--- src/rtl/psk_qam_mapper.sv ---
// Serial-bit to constellation mapper: BPSK, QPSK and Gray 16-QAM
// with per-symbol mode, frame-end padding and ready/valid on both sides.
module psk_qam_mapper #(
  parameter int IQ_W     = 16,
  parameter int QPSK_AMP = 23169,
  parameter int BPSK_AMP = 32767,
  parameter int QAM_LO   = 10362,
  parameter int QAM_HI   = 31086
) (
  input  logic              i_clk,
  input  logic              i_reset,
  input  logic [1:0]        i_mode,
  input  logic              i_data,
  input  logic              i_valid,
  input  logic              i_last,
  output logic              o_ready,
  output logic [2*IQ_W-1:0] o_data,
  output logic              o_valid,
  output logic              o_last,
  input  logic              i_ready
);

  typedef enum logic [1:0] {
    M_BPSK  = 2'd0,
    M_QPSK  = 2'd1,
    M_QAM16 = 2'd2
  } mode_e;

  localparam logic [IQ_W-1:0] BPSK_P = IQ_W'(BPSK_AMP);
  localparam logic [IQ_W-1:0] QPSK_P = IQ_W'(QPSK_AMP);
  localparam logic [IQ_W-1:0] LO_P   = IQ_W'(QAM_LO);
  localparam logic [IQ_W-1:0] HI_P   = IQ_W'(QAM_HI);

  logic [1:0]        cnt_q, cnt_d;
  logic [3:0]        sr_q, sr_d;
  mode_e             mode_q, mode_d;
  logic [2*IQ_W-1:0] data_q, data_d;
  logic              valid_q, valid_d;
  logic              last_q, last_d;

  logic              accept;
  logic              done;
  mode_e             mode_cur;
  mode_e             mode_in;
  logic [1:0]        last_idx;
  logic [3:0]        bits;
  logic [IQ_W-1:0]   i_mag, q_mag;
  logic [IQ_W-1:0]   i_val, q_val;

  assign o_ready = !valid_q || i_ready;
  assign o_data  = data_q;
  assign o_valid = valid_q;
  assign o_last  = last_q;

  // Reserved mode code falls back to QPSK
  always_comb begin
    mode_in = M_QPSK;
    unique case (i_mode)
      2'd0:    mode_in = M_BPSK;
      2'd2:    mode_in = M_QAM16;
      default: mode_in = M_QPSK;
    endcase
  end

  always_comb begin
    accept   = i_valid && o_ready;
    mode_cur = (cnt_q == 2'd0) ? mode_in : mode_q;
    last_idx = 2'd1;
    unique case (mode_cur)
      M_BPSK:  last_idx = 2'd0;
      M_QAM16: last_idx = 2'd3;
      default: last_idx = 2'd1;
    endcase
    bits         = sr_q;
    bits[cnt_q]  = i_data;
    done         = accept && ((cnt_q == last_idx) || i_last);
  end

  // Unreceived bits stay zero in the shift register, giving the padding
  always_comb begin
    i_mag = QPSK_P;
    q_mag = QPSK_P;
    unique case (mode_cur)
      M_BPSK: begin
        i_mag = BPSK_P;
        q_mag = '0;
      end
      M_QAM16: begin
        i_mag = bits[2] ? HI_P : LO_P;
        q_mag = bits[3] ? HI_P : LO_P;
      end
      default: begin
        i_mag = QPSK_P;
        q_mag = QPSK_P;
      end
    endcase
    i_val = bits[0] ? (IQ_W'(0) - i_mag) : i_mag;
    q_val = (bits[1] && mode_cur != M_BPSK)
          ? (IQ_W'(0) - q_mag) : q_mag;
  end

  always_comb begin
    cnt_d   = cnt_q;
    sr_d    = sr_q;
    mode_d  = mode_q;
    data_d  = data_q;
    valid_d = valid_q;
    last_d  = last_q;
    if (valid_q && i_ready)
      valid_d = 1'b0;
    if (accept) begin
      if (cnt_q == 2'd0)
        mode_d = mode_in;
      if (done) begin
        cnt_d   = 2'd0;
        sr_d    = '0;
        data_d  = {i_val, q_val};
        valid_d = 1'b1;
        last_d  = i_last;
      end else begin
        cnt_d = cnt_q + 2'd1;
        sr_d  = bits;
      end
    end
  end

  always_ff @(posedge i_clk) begin
    if (i_reset) begin
      cnt_q   <= '0;
      sr_q    <= '0;
      mode_q  <= M_QPSK;
      data_q  <= '0;
      valid_q <= 1'b0;
      last_q  <= 1'b0;
    end else begin
      cnt_q   <= cnt_d;
      sr_q    <= sr_d;
      mode_q  <= mode_d;
      data_q  <= data_d;
      valid_q <= valid_d;
      last_q  <= last_d;
    end
  end

endmodule

--- config.mk ---
export PLATFORM = sky130hd
export DESIGN_NAME = psk_qam_mapper
export DESIGN_NICKNAME = d
export VERILOG_FILES = /design/src/rtl/psk_qam_mapper.sv
export SDC_FILE = /design/constraint.sdc
export NUM_CORES = 1
export LEC_CHECK = 0
export CAP_MARGIN = 5
export CORE_ASPECT_RATIO = 0.7
export CORE_MARGIN = 1
export CORE_UTILIZATION = 25
export CTS_CLUSTER_DIAMETER = 30
export DETAILED_ROUTE_END_ITERATION = 8
export PLACE_DENSITY_LB_ADDON = 0.1
export SYNTH_ARGS = -nofsm -noshare
export SYNTH_HDL_FRONTEND = slang
export SYNTH_SLANG_ARGS = --single-unit
export TNS_END_PERCENT = 10
--- constraint.sdc ---
create_clock -name i_clk -period 2.8 [get_ports i_clk]
set_input_delay 0.84 -clock i_clk [delete_from_list [all_inputs] [get_ports i_clk]]
set_output_delay 0.84 -clock i_clk [all_outputs]
set_load 0.02 [all_outputs]
==> PnR_summary.wiki, run 1 <==
{| class="wikitable"
! Metric !! Value
|-
| Cell count after placement || 339
|-
| P_leak || 0.8965 nW
|-
| HP Class || register to register
|-
| Count of yosys warnings during synthesis || 0
|-
| Worst-case hold slack || 451.7 ps
|-
| Startpoint class of the critical path || input port
|-
| Vias in the first global route || 1532
|-
| Filler cells || between 600 and 700
|-
| Clock tree from TritonCTS || done
|-
| Time the final worst path needs with I/O delays and setup || 2628 ps
|-
| Worst Setup Path Type || input port to register
|-
| Type of element capturing the critical path || register
|-
| Worst vdd ir || 0.2542 mV
|-
| Post-synthesis average cell area || ~8.5 um2
|-
| Horizontal die dimension || 101.0 um
|-
| Worst slew margin || 0.6894
|-
| Register-to-Register Setup Slack || between 300 and 400 ps
|-
| Clock tree root driver cell || sky130_fd_sc_hd__clkbuf_8
|-
| Antenna cells || 0
|-
| GRT Util Overall || 0.1506
|-
| Clock Latency Late Sink || 290 ps
|-
| Initial Utilization || 0.2671
|-
| Max-slew violation count || 0
|-
| Hold Buf Count CTS || 0
|-
| Full die area || a little over 0.007 mm2
|-
| Residual DRC count || 0
|-
| Unrepaired setup endpoints after global routing || no
|-
| Number of setup violations in the final report || 0
|-
| Mean number of vias per cell || 4.798
|-
| Clock-pin slew reported for the worst setup and hold paths after clock tree synthesis || 70 ps
|-
| Number of flops mapped to enable cells by yosys || 0
|-
| Status || finished, final reports clean
|-
| Drt first pass iters || 4
|-
| DRT iter0 DRCs || about 100
|-
| Fraction of layout instances using a drive strength above 1 || 0.1953
|-
| Die outline height || 71.33 um
|-
| Antenna Violating Nets Remaining || 0
|-
| GRT Residual Overflow || 0
|-
| Post-synthesis net count || between 200 and 250
|-
| Number of maximum-capacitance constraint violations || 0
|-
| Number of vias in the routed layout || 1665
|-
| Boundary Pins || 43
|-
| Pwr/cell area || 528.0 mW/mm2
|-
| Flip-flop and latch count after synthesis || 30
|-
| Number of H-tree levels || 2
|-
| Detail-routed net length per standard cell || between 10 and 15 um
|-
| Post-synthesis instance area || 0.001717 mm2
|-
| Synth unique cells || 46
|-
| Most common flop cell mapped by yosys || sky130_fd_sc_hd__dfxtp_1
|-
| Count of buffers from port buffering || 42
|-
| Initial antenna violation count || 0
|-
| Detailed-placement wirelength estimate || 3722 um
|-
| Clock Path Buffers || 2
|-
| Critical Path RT || 2970 ps
|-
| Non-filler instance count after layout || 347
|-
| Total count of hold-check failures in the final report || 0
|-
| Post-route clock skew || 5.950 ps
|-
| TritonCTS buffer count || 5
|-
| Transition time at the pin with the least slew margin || 464.7 ps
|-
| Gate count after technology mapping || 203
|-
| Fraction of the yosys area taken by sequential cells || 0.3499
|-
| Floorplan Core Area || 0.006426 mm2
|-
| Critical path arrival || 2800 ps
|-
| Clock Sinks || 30
|-
| Post-synth ARST share || 0
|-
| Gpl congestion || between 0.7 and 0.8
|-
| Placement row count || 24
|-
| First-pass GRT wire length || 8183 um
|-
| Area Overhead vs Synth || 40.89%
|-
| Net count of the finished layout || 267
|-
| Largest driver fanout on the critical path || 14
|-
| Largest net degree at the start of global routing || 26
|-
| Final period util || 0.9386
|-
| Maximum achievable frequency || approximately 380 MHz
|-
| Final wirelength || 5129 um
|}
==> cell usage after synthesis (2+ instances only) <==
library cell                instances  share of area
sky130_fd_sc_hd__a21oi_1           22          0.064
sky130_fd_sc_hd__mux2i_1            3          0.017
sky130_fd_sc_hd__inv_1              5          0.011
sky130_fd_sc_hd__nor3_1             6          0.017
sky130_fd_sc_hd__nand2_1           15          0.033
sky130_fd_sc_hd__a31oi_1            4          0.015
sky130_fd_sc_hd__nand4_1            4          0.015
sky130_fd_sc_hd__buf_4             13          0.057
sky130_fd_sc_hd__xnor2_1            5          0.026
sky130_fd_sc_hd__or3b_2             2          0.010
sky130_fd_sc_hd__nand3_1            8          0.023
sky130_fd_sc_hd__mux2_2             4          0.026
sky130_fd_sc_hd__buf_2              2         0.0058
sky130_fd_sc_hd__nand3b_1           3          0.013
sky130_fd_sc_hd__o31ai_1            2         0.0087
sky130_fd_sc_hd__nor4_1             3          0.011
sky130_fd_sc_hd__o21ai_0           12          0.035
sky130_fd_sc_hd__dfxtp_1           30           0.35
sky130_fd_sc_hd__o211ai_1           4          0.017
sky130_fd_sc_hd__clkbuf_1          10          0.022
sky130_fd_sc_hd__nor2_1            10          0.022
sky130_fd_sc_hd__ha_1               4          0.029
sky130_fd_sc_hd__a211oi_1           6          0.026
sky130_fd_sc_hd__o211a_1            2          0.012
sky130_fd_sc_hd__nor4_2             2          0.015
sky130_fd_sc_hd__o2111ai_1          2          0.010
==> cell type report <==
type / instances / area [um2] / share of cell area
clock buffer: 6 / 82.58 / 0.03414
tap: 91 / 113.9 / 0.04708
clock inverter: 2 / 12.51 / 0.005173
timing repair buffer: 71 / 649.4 / 0.2685
sequential: 30 / 600.6 / 0.2483
inverter: 5 / 18.77 / 0.007760
multi-input combinational: 142 / 940.9 / 0.3890
==> logic make-up after synthesis <==
| family | count (synthesis) | share of synthesized area |
|---|---|---|
| AOI/OAI and AO/OA | 61 | 0.2223 |
| xor gates and xnor gates | 6 | 0.03061 |
| adders and majority gates | 4 | 0.02916 |
| buffers and inverters | 31 | 0.1020 |
| DFF | 30 | 0.3499 |
| muxes | 7 | 0.04373 |
| and+or+nand+nor | 64 | 0.2223 |
==> registers in the layout (all words and copies together) (netlist names) <==
name	count
o_data	20
sr_q	4
cnt_q	2
mode_q	2
o_last	1
o_valid	1
==> metrics by stage <==
stage	area [um2]	total power, mW	util	setup slack [ps]	TNS, ps
global route	2419	1.345	0.3764	63.45	0
floorplan	1717	0.7340	-	490.2	0
finish	2419	1.277	0.3764	172.0	0
global placement	2325	0.9060	0.3618	-92.35	-1153
detailed placement	2325	0.9015	0.3618	-127.1	-1453
CTS	2419	1.290	0.3764	177.6	0
==> worst paths after layout <==
path	from	endpoint	cells after the start
hold reg to reg	sr_q[1]$_SDFFE_PP0P_	sr_q[1]$_SDFFE_PP0P_	2
setup reg to reg	cnt_q[1]$_SDFFE_PP0P_	sr_q[3]$_SDFFE_PP0P_	8
hold / removal	sr_q[1]$_SDFFE_PP0P_	sr_q[1]$_SDFFE_PP0P_	2
setup / recovery	i_mode[0]	o_data[1]$_SDFFE_PP0P_	7
==> repair_timing <==
item,4_1_cts,5_1_grt
gates resized for setup,1,0
buffers inserted,0,0
endpoints found under the setup margin,1,0
==> routing by layer <==
metal,part of all wire,vias up,track usage
li1,-,845,-
met1,0.56,770,0.2449
met2,0.37,46,0.1859
met3,0.056,4,0.04585
met4,0.0082,0,0.02899
met5,0,-,0
==> power by group <==
| group | internal, mW | leakage [nW] | switching (mW) |
|---|---|---|---|
| Sequential | 0.461 | 0.246 | 0.0235 |
| Clock | 0.198 | 0.0472 | 0.186 |
| Combinational | 0.190 | 0.603 | 0.218 |
==> placed cells by master, fill, tap and decap left out, types with 5 or more instances in the layout <==
master                            instances
sky130_fd_sc_hd__a211oi_1                 6
sky130_fd_sc_hd__a21oi_1                 22
sky130_fd_sc_hd__buf_4                   28
sky130_fd_sc_hd__clkbuf_8                 6
sky130_fd_sc_hd__clkdlybuf4s50_1         41
sky130_fd_sc_hd__dfxtp_1                 30
sky130_fd_sc_hd__inv_1                    5
sky130_fd_sc_hd__nand2_1                 15
sky130_fd_sc_hd__nand3_1                  8
sky130_fd_sc_hd__nor2_1                  10
sky130_fd_sc_hd__nor3_1                   6
sky130_fd_sc_hd__o21ai_0                 12
sky130_fd_sc_hd__xnor2_1                  5
==> critical path, cell delays in order <==
cell and delay [ps]:
sky130_fd_sc_hd__clkdlybuf4s50_1 560, sky130_fd_sc_hd__nor3b_4 70, sky130_fd_sc_hd__o211a_1 240, sky130_fd_sc_hd__or4_4 620, sky130_fd_sc_hd__buf_4 220, sky130_fd_sc_hd__o21ai_0 160
sky130_fd_sc_hd__a21oi_1 80
Power figures use the tool's default switching activity.
==> run 2: changes to the inputs <==
--- a/config.mk
+++ b/config.mk
@@ -7,7 +7,7 @@
 export LEC_CHECK = 0
 export CAP_MARGIN = 5
 export CORE_ASPECT_RATIO = 0.7
-export CORE_MARGIN = 1
+export CORE_MARGIN = 8
 export CORE_UTILIZATION = 25
 export CTS_CLUSTER_DIAMETER = 30
 export DETAILED_ROUTE_END_ITERATION = 8
==> run 2 against run 1 <==
Compared with the run above: via count grew 1.0%; worst setup slack lost 13 ps; combinational power is essentially flat; design area shrank 0.52%; power shrank 1.4%; largest power group unchanged; non-clock buffer count is the same; sequential cell count is the same; critical path type unchanged; register-to-register slack lost 110 ps.
==> PnR_summary.wiki, run 2 (same netlist as run 1, synthesis figures left out) <==
{| class="wikitable"
! Metric !! Value
|-
| Status || finished, final reports clean
|-
| Initial Utilization || 0.2564 (-0.01069)
|-
| Transition time at the pin with the least slew margin || 497.8 ps (+33.03 ps)
|-
| Worst slew margin || 0.6654 (-0.02403)
|-
| Antenna Violating Nets Remaining || 0 (unchanged)
|-
| Most common cell after layout, fill and taps aside || sky130_fd_sc_hd__clkdlybuf4s50_1
|-
| RR Endpoint || o_data[31]$_SDFFE_PP0P_
|-
| First-pass GRT wire length || 8880 um (+8.5%)
|-
| Non-filler instance count after layout || 350 (+0.86%)
|-
| Mean number of vias per cell || 4.806 (+0.16%)
|-
| Cell chain of the critical path || clkdlybuf4s50_1, nor3b_4, o211a_1, or4_4, a2111oi_0, a31o_2
|-
| Critical Path RT || 3020 ps (+50 ps)
|-
| Biggest cell delay along the critical path || 610 ps (about the same)
|-
| Die outline height || 85.33 um (+20%)
|-
| Gpl congestion || 0.7371 (-5.2%)
|-
| Clock tree from TritonCTS || done
|-
| Max-slew violation count || 0 (unchanged)
|-
| Number of vias in the routed layout || 1682 (+1.0%)
|-
| Fraction of layout instances using a drive strength above 1 || 0.1914 (-0.003906)
|-
| Initial antenna violation count || 0 (unchanged)
|-
| Maximum achievable frequency || 378.6 MHz (-0.50%)
|-
| Unrepaired setup endpoints after global routing || no
|-
| Clk pwr share || 0.292 (-0.009)
|-
| Vias in the first global route || 1664 (+8.6%)
|-
| Cell area after layout || 0.002406 mm2 (-0.52%)
|-
| GRT Util Overall || 0.1160 (-0.03456)
|-
| Clock-pin slew reported for the worst setup and hold paths after clock tree synthesis || 70 ps (about the same)
|-
| Detail-routed net length per standard cell || 15.89 um (+7.5%)
|-
| Seq pwr share || 0.385 (+0.005)
|-
| Register-to-Register Setup Slack || 270 ps (-110 ps)
|-
| Floorplan Core Area || 0.006694 mm2 (+4.2%)
|-
| Total count of hold-check failures in the final report || 0 (unchanged)
|-
| Origin of the critical flop-to-flop path || cnt_q[1]$_SDFFE_PP0P_
|-
| DRT iter0 DRCs || 91 (-8.1%)
|-
| HP Class || register to register
|-
| Hold path startpoint || sr_q[1]$_SDFFE_PP0P_
|-
| Type of element capturing the critical path || register
|-
| Clock Latency Late Sink || 270 ps (-20 ps)
|-
| Net count of the finished layout || 267 (unchanged)
|-
| Cell depth of the worst flop-to-flop path || 10 (+2)
|-
| Internal Dissipation || 0.8455 mW (-0.39%)
|-
| Largest driver fanout on the critical path || 7 (-7)
|-
| Critical-path cell with the highest stage delay || sky130_fd_sc_hd__or4_4
|-
| Drt first pass iters || 4 (unchanged)
|-
| Full die area || 0.009816 mm2 (+36%)
|-
| Residual DRC count || 0 (unchanged)
|-
| GRT Residual Overflow || 0 (unchanged)
|-
| Clock Sinks || 30 (unchanged)
|-
| Total power || 1.259 mW (-1.4%)
|-
| Switching power as a share of total power || 0.3286 (-0.006796)
|-
| Max FFs per register || 20 (unchanged)
|-
| Cell count after placement || 342 (+0.88%)
|-
| Area Overhead vs Synth || 40.16%
|-
| Antenna cells || 0 (unchanged)
|-
| Boundary Pins || 43 (unchanged)
|-
| Pwr/cell area || 523.4 mW/mm2 (-0.88%)
|-
| Clock Path Buffers || 2 (unchanged)
|-
| Worst-case hold slack || 456.9 ps (+5.163 ps)
|-
| Time the final worst path needs with I/O delays and setup || 2641 ps (+13.22 ps)
|-
| Placed inst area || 0.002316 mm2 (-0.38%)
|-
| Largest net degree at the start of global routing || 15 (-42%)
|-
| Commonest cells after routing, fill and taps aside || 41 x sky130_fd_sc_hd__clkdlybuf4s50_1, 30 x sky130_fd_sc_hd__dfxtp_1, 29 x sky130_fd_sc_hd__buf_4, 22 x sky130_fd_sc_hd__a21oi_1, 15 x sky130_fd_sc_hd__nand2_1
|-
| P_leak || 0.8929 nW (-0.40%)
|-
| Crit path buffers/inverters || 1 (-1)
|-
| Total negative slack for setup checks || 0 ps (unchanged)
|-
| TritonCTS buffer count || 5 (unchanged)
|-
| Gate family responsible for the most delay along the worst path || compound AO/OA/AOI/OAI gates
|-
| Final period util || 0.9433 (+0.004722)
|-
| Critical path arrival || 2860 ps (+60 ps)
|-
| Startpoint class of the critical path || input port
|-
| Detailed-placement wirelength estimate || 4235 um (+14%)
|-
| Combinational share of power || 0.323 (+0.003)
|-
| Net load switching power || 0.4138 mW (-3.4%)
|-
| Clock tree root driver cell || sky130_fd_sc_hd__clkbuf_8
|-
| Final wirelength || 5561 um (+8.4%)
|-
| Worst Setup Path Type || input port to register
|-
| Worst vdd ir || 0.2115 mV (-17%)
|-
| Hold Path Stages || 2 (unchanged)
|-
| Hold Crit Endpoint || sr_q[1]$_SDFFE_PP0P_
|-
| Post-route clock skew || 3.057 ps (-2.893 ps)
|-
| Number of post-CTS setup repair buffers || 0 (unchanged)
|-
| Number of H-tree levels || 2 (unchanged)
|-
| Number of setup violations in the final report || 0 (unchanged)
|-
| Number of maximum-capacitance constraint violations || 0 (unchanged)
|-
| Count of buffers from port buffering || 42 (unchanged)
|-
| Horizontal die dimension || 115.0 um (+14%)
|-
| Placement row count || 25 (+4.2%)
|}
run 2: worst max path at each step:
| stage | from | to | slack, ps | cells after the start |
|---|---|---|---|---|
| CTS | i_mode[0] | o_data[13]$_SDFFE_PP0P_ | 160 | 6 |
| floorplan | i_mode[1] | o_data[14]$_SDFFE_PP0P_ | 490 | 6 |
| detailed placement | i_mode[0] | o_data[13]$_SDFFE_PP0P_ | -120 | 6 |
| global route | i_mode[0] | o_data[23]$_SDFFE_PP0P_ | 60 | 7 |
| global placement | i_mode[0] | o_data[13]$_SDFFE_PP0P_ | -150 | 6 |
| finish | i_mode[0] | o_data[13]$_SDFFE_PP0P_ | 160 | 6 |
run 2: power by group through the flow:
stage          combinational [mW]  clock, mW  sequential, mW
2_1_floorplan               0.205          0           0.529
3_3_place_gp                0.412          0           0.495
3_5_place_dp                0.408          0           0.495
4_1_cts                     0.410      0.380           0.486
5_1_grt                     0.439      0.410           0.491
6_report                    0.407      0.367           0.485
run 2: metrics by stage:
stage | worst slack [ps] | util
after floorplan | 490.2 | -
after global placement | -145.4 | 0.3460
after detailed placement | -118.4 | 0.3460
after CTS | 156.8 | 0.3594
after global routing | 60.59 | 0.3594
final | 158.8 | 0.3594
run 2: worst register-to-register path, delay by kind of cell (launching register included):
family / cells / cell delay [ps]
AND/OR/NAND/NOR: 4 / 920
buffers and inverters: 4 / 680
flip-flops: 1 / 330
adder cells (fa/ha/maj): 1 / 310
AO/OA/AOI/OAI: 1 / 170
run 2: final cells by class:
cell class	instances	area, um2
Timing Repair Buffer	71	636.9
Sequential cell	30	600.6
Inverter	5	18.77
Clock inverter	1	5.005
Tap cell	94	117.6
Clock buffer	7	86.33
Multi-Input combinational cell	142	940.9
Fill cell	744	4288
run 2: what timing repair did:
action | CTS | global route
gates resized for setup | 1 | 0
setup endpoints to repair | 1 | 0
hold buffers | 0 | 0
run 2: routing by layer:
layer	vias to the layer above	wire length, um	track usage
met4	0	14	0.01781
met3	2	365	0.04607
met5	-	0	0
met2	40	2050	0.1503
li1	836	-	-
met1	804	3131	0.1727
